[config.mk]
export PLATFORM = sky130hd
export DESIGN_NAME = prog_clk_divider
export DESIGN_NICKNAME = d
export VERILOG_FILES = /design/src/rtl/prog_clk_divider_pkg.sv /design/src/rtl/div_phase_counter.sv /design/src/rtl/prog_clk_divider.sv
export SDC_FILE = /design/constraint.sdc
export NUM_CORES = 1
export LEC_CHECK = 0
export ABC_AREA = 1
export ABC_CLOCK_PERIOD_IN_PS = 8700
export BUFFER_PORTS_ARGS = -buffer_cell sky130_fd_sc_hd__buf_2
export CORE_UTILIZATION = 35
export CTS_CLUSTER_SIZE = 12
export DETAILED_ROUTE_END_ITERATION = 6
export PLACE_DENSITY_LB_ADDON = 0.2
export SLEW_MARGIN = 10
export SYNTH_ARGS = -nofsm -noshare
export SYNTH_HDL_FRONTEND = slang
export SYNTH_HIERARCHICAL = 1
export SYNTH_SLANG_ARGS = --single-unit
export TNS_END_PERCENT = 50
[constraint.sdc]
create_clock -name clk_in -period 8.7 [get_ports clk_in]
set_input_delay 0.435 -clock clk_in [delete_from_list [all_inputs] [get_ports clk_in]]
set_output_delay 0.435 -clock clk_in [all_outputs]
set_load 0.03 [all_outputs]
[src/rtl/prog_clk_divider_pkg.sv]
// clk_div_pkg: shared constants, FSM state type and ratio helpers for the programmable clock divider
package clk_div_pkg;
  localparam int unsigned MIN_DIV = 2;
  localparam int unsigned DEFAULT_DIV_C = 18;
  typedef enum logic [1:0] {STOPPED, LOW, HIGH} div_state_t;
  function automatic int unsigned clamp_div(int unsigned v);
    return v < MIN_DIV ? MIN_DIV : v;
  endfunction
  function automatic int unsigned lo_len(int unsigned n);
    return n >> 1;
  endfunction
  function automatic int unsigned hi_len(int unsigned n);
    return (n + 1) >> 1;
  endfunction
endpackage

[src/rtl/div_phase_counter.sv]
// div_phase_counter: phase counter that wraps to zero at a programmable terminal value
module div_phase_counter #(
  parameter int CNT_W = 8
) (
  input  logic             clk_in,
  input  logic             reset,
  input  logic             clr,
  input  logic [CNT_W-1:0] term,
  output logic             tc
);
  logic [CNT_W-1:0] cnt_q, cnt_d;
  assign tc = cnt_q == term;
  // hold at zero while cleared, otherwise count and wrap on terminal count
  always_comb cnt_d = (clr || tc) ? '0 : cnt_q + 1'b1;
  // counter register
  always_ff @(posedge clk_in or posedge reset)
    if (reset) cnt_q <= '0;
    else cnt_q <= cnt_d;
endmodule

[src/rtl/prog_clk_divider.sv]
// prog_clk_divider: runtime-programmable integer clock divider with glitch-free ratio changes and tick strobe
module prog_clk_divider
  import clk_div_pkg::*;
#(
  parameter int CNT_W = 8,
  parameter int DEFAULT_DIV = DEFAULT_DIV_C
) (
  input  logic             clk_in,
  input  logic             reset,
  input  logic             enable,
  input  logic [CNT_W-1:0] div_val,
  input  logic             div_load,
  output logic             clk_out,
  output logic             tick,
  output logic             running,
  output logic [CNT_W-1:0] div_cur,
  output logic             load_pending
);
  div_state_t state_q, state_d;
  logic [CNT_W-1:0] div_cur_q, div_cur_d, pend_v_q, pend_v_d, term;
  logic pend_q, pend_d, clk_q, clk_d, tick_q, tick_d, tc, boundary;
  div_phase_counter #(.CNT_W(CNT_W)) u_cnt (
    .clk_in(clk_in),
    .reset (reset),
    .clr   (state_q == STOPPED),
    .term  (term),
    .tc    (tc)
  );
  // state register
  always_ff @(posedge clk_in or posedge reset)
    if (reset) state_q <= LOW;
    else state_q <= state_d;
  // next state: phases end only on terminal count, so enable never truncates a period
  always_comb
    state_d = state_q == STOPPED ? (enable ? LOW : STOPPED) :
              !tc ? state_q :
              state_q == LOW ? HIGH : (enable ? LOW : STOPPED);
  // outputs: phase terminal, boundary detection and next output flop values
  always_comb begin
    term = state_q == HIGH ? CNT_W'(hi_len(32'(div_cur_q)) - 1) : CNT_W'(lo_len(32'(div_cur_q)) - 1);
    boundary = state_q == STOPPED || (state_q == HIGH && tc);
    clk_d = state_d == HIGH;
    tick_d = state_q == LOW && tc;
  end
  // ratio path: last load wins, the pending value seen before the boundary edge is applied
  always_comb begin
    pend_v_d = div_load ? CNT_W'(clamp_div(32'(div_val))) : pend_v_q;
    pend_d = div_load || (pend_q && !boundary);
    div_cur_d = (boundary && pend_q) ? pend_v_q : div_cur_q;
  end
  // ratio registers and output flops
  always_ff @(posedge clk_in or posedge reset)
    if (reset) begin
      div_cur_q <= CNT_W'(DEFAULT_DIV);
      pend_v_q <= CNT_W'(DEFAULT_DIV);
      pend_q <= 1'b0;
      clk_q <= 1'b0;
      tick_q <= 1'b0;
    end else begin
      div_cur_q <= div_cur_d;
      pend_v_q <= pend_v_d;
      pend_q <= pend_d;
      clk_q <= clk_d;
      tick_q <= tick_d;
    end
  assign clk_out = clk_q;
  assign tick = tick_q;
  assign running = state_q != STOPPED;
  assign div_cur = div_cur_q;
  assign load_pending = pend_q;
endmodule

==> flow_summary.yaml <==
run_status:
  run_status: "finished clean"
worst_setup_path:
  crit_fanout: 16
  reg2reg_slack_ns: 5.60
  crit_arrival_ns: 3.24
  start_kind: "flop"
  r2r-end: "div_cur[0]"
  path_class: "flop to flop"
  reg2reg_depth: 20
  worstPathRequired_ns: 8.84
  rr_startpoint: "div_cur[1]"
  crit_path_end_kind: "flop"
clock_network:
  h-tree-depth: 2
  cts_tree: "built"
  cts_buffer_depth: 2
  post-cts-setup-buffer-count: 0
  ctsHoldBuffers: 0
  clk_latency_ns: 0.27
  cts_made_buffers: 5
  cts_resized: 0
  clock-root-buffer: "clkbuf_8"
  clk_pin_slew_worst_paths_ns: 0.06
  cts_sinks: 29
yosys:
  yosysTopAreaCell: "dfrtp_1"
  synth-edff-count: 0
  yosysMostFrequentCell: "nand2_1"
  netlist_area_mm2: 0.00188
  synth_ff_type: "dfrtp_1"
  yosys_warnings: 6
  synth-async-reset-ratio: 1.00
  synth_top_area_frac: 0.320
  syn_inst: 255
  synth_common_cells: "nand2_1, inv_1, dfrtp_1"
  avgSynthCellArea_um2: 7.36
  synth_seq_cells: 29
  syn_nets: 270
  ys_seq_area_frac: 0.390
  synth_area_leaders: "dfrtp_1, nand2_1, inv_1, dfstp_2, o21ai_0"
  synth_cell_type_count: 27
drt:
  wl_um: 3470
  via_per_inst: 4.39
  wl_per_cell_um: 9.83
  vias: 1549
  drt_iter0_markers: 51
  antenna_left: 0
  dr.pass1.iters: 4
  drc: 0
floorplanning:
  die_area_mm2: 0.00566
  core_mm2: 0.00514
  die_x_um: 75.3
  start_util: 0.365
  die_h_um: 75.3
  num_io_pins: 24
  rows: 26
power_and_ir_drop:
  p_leak_nw: 1.14
  peakVddDrop_uv: 108
  p_per_area_mw_per_mm2: 125
place:
  place_congestion: 0.761
  place_ws_ns: 5.63
  post_dp_cell_area_mm2: 0.00207
  dp_hpwl_um: 2790
  port_buffers: 23
timing:
  postLayoutSetupSlackWorst_ns: 5.60
  hold_viol: 0
  relSlewSlack: 0.488
  tightest_slew_ns: 0.767
  maxSlewViolCount: 0
  fin_crit_ns: 3.10
  fin_crit_sh: 0.356
  finClkSkew_ns: 0.00251
  max_freq_mhz: 323
  rsz0062_at_grt: "no"
  setup_tns_ns: 0
  setup_viol: 0
  holdWs_ns: 0.108
final_layout:
  diodes: 0
  final_core_util: 0.422
  area.growth.synth_to_final_pct: 15.5
  fin_nets: 297
  stdcell_area_mm2: 0.00217
  drive_above_1_share: 0.230
global_route:
  grt_max_degree: 22
  grt_first_pass_wirelength_um: 6070
  grt_pass1_vias: 1410
  antenna_found_initial: 0
  grt-ovfl-total: 0
  track_usage: 0.144
worst_hold_path:
  min-delay-path-class: "input port to async pin"
run:
  drv_cap: 0
## metrics by stage
step / total power [W] / cells
floorplan: 0.000148 / 255
global placement: 0.000153 / 345
detailed placement: 0.000153 / 345
CTS: 0.000277 / 353
global route: 0.000283 / 353
finish: 0.000270 / 353
## power by group
part	switching (W)	internal, W	total [W]
Combinational	0.00000709	0.00000364	0.0000107
Sequential	0.000000769	0.000139	0.000140
Clock	0.0000483	0.0000713	0.000120
## cell type report
cell class	instances	area, um^2
clock buffer	7	96.3
clock inverter	1	5.00
fill	576	2970
inverter	46	173
multi-input combinational	177	960
sequential	29	732
tap	70	87.6
timing repair buffer	23	115
## worst max-delay path by stage
stage | depth (start not counted) | startpoint | to | slack (ns)
floorplan | 21 | div_cur[1] | div_cur[6] | 5.79
global placement | 20 | div_cur[1] | div_cur[5] | 5.71
detailed placement | 20 | div_cur[1] | div_cur[0] | 5.63
CTS | 20 | div_cur[1] | div_cur[0] | 5.61
global route | 21 | div_cur[1] | div_cur[5] | 5.14
finish | 20 | div_cur[1] | div_cur[0] | 5.60
## placed cells by master, fill, tap and decap left out, drive strengths merged
cell / synthesis / layout
a21oi: 1 / 1
buf: 2 / 23
clkbuf: 1 / 7
clkinv: 0 / 1
dfrtp: 24 / 24
dfstp: 5 / 5
ha: 3 / 3
inv: 46 / 46
nand2: 89 / 89
nand3: 19 / 19
nand4: 2 / 2
nor2: 27 / 27
nor3: 2 / 2
nor4: 1 / 1
o21ai: 20 / 20
o21bai: 2 / 2
o22ai: 1 / 1
xnor2: 5 / 5
xor2: 5 / 5
## cell families after synthesis
| kind of cell | after synthesis | synth area share |
|---|---|---|
| compound gates | 24 | 0.0693 |
| xor+xnor | 10 | 0.0466 |
| buf+inv | 49 | 0.0993 |
| simple gates | 140 | 0.375 |
| fa+ha+maj | 3 | 0.0200 |
| flops | 29 | 0.390 |
## sequential cells by signal, indices dropped and copies added, names as in the netlist
| name | flops |
|---|---|
| div_cur | 8 |
| pend_v_q | 8 |
| u_cnt/cnt_q | 8 |
| state_q | 2 |
| clk_out | 1 |
| load_pending | 1 |
| tick | 1 |
## worst max-delay path, stage by stage, from the launching register on
cell     delay, ns
dfstp_2       0.58
ha_1          0.26
nand3_1       0.10
nand2_1       0.07
nand2_1       0.10
inv_1         0.07
ha_1          0.13
inv_1         0.07
nor2_4        0.14
xor2_1        0.19
nand2_1       0.07
nand2_1       0.06
nand2_1       0.04
nor2_1        0.15
nand2_2       0.10
inv_1         0.08
inv_1         0.07
a21oi_1       0.17
nand2_1       0.29
nand2_1       0.14
o21ai_0       0.08
## metal layers
metal / track usage / wire [um]
met5: 0 / 0
met4: 0.0556 / 66
met2: 0.231 / 1610
met3: 0.0455 / 102
met1: 0.181 / 1690
No activity file was read; power rests on OpenSTA's default activity.
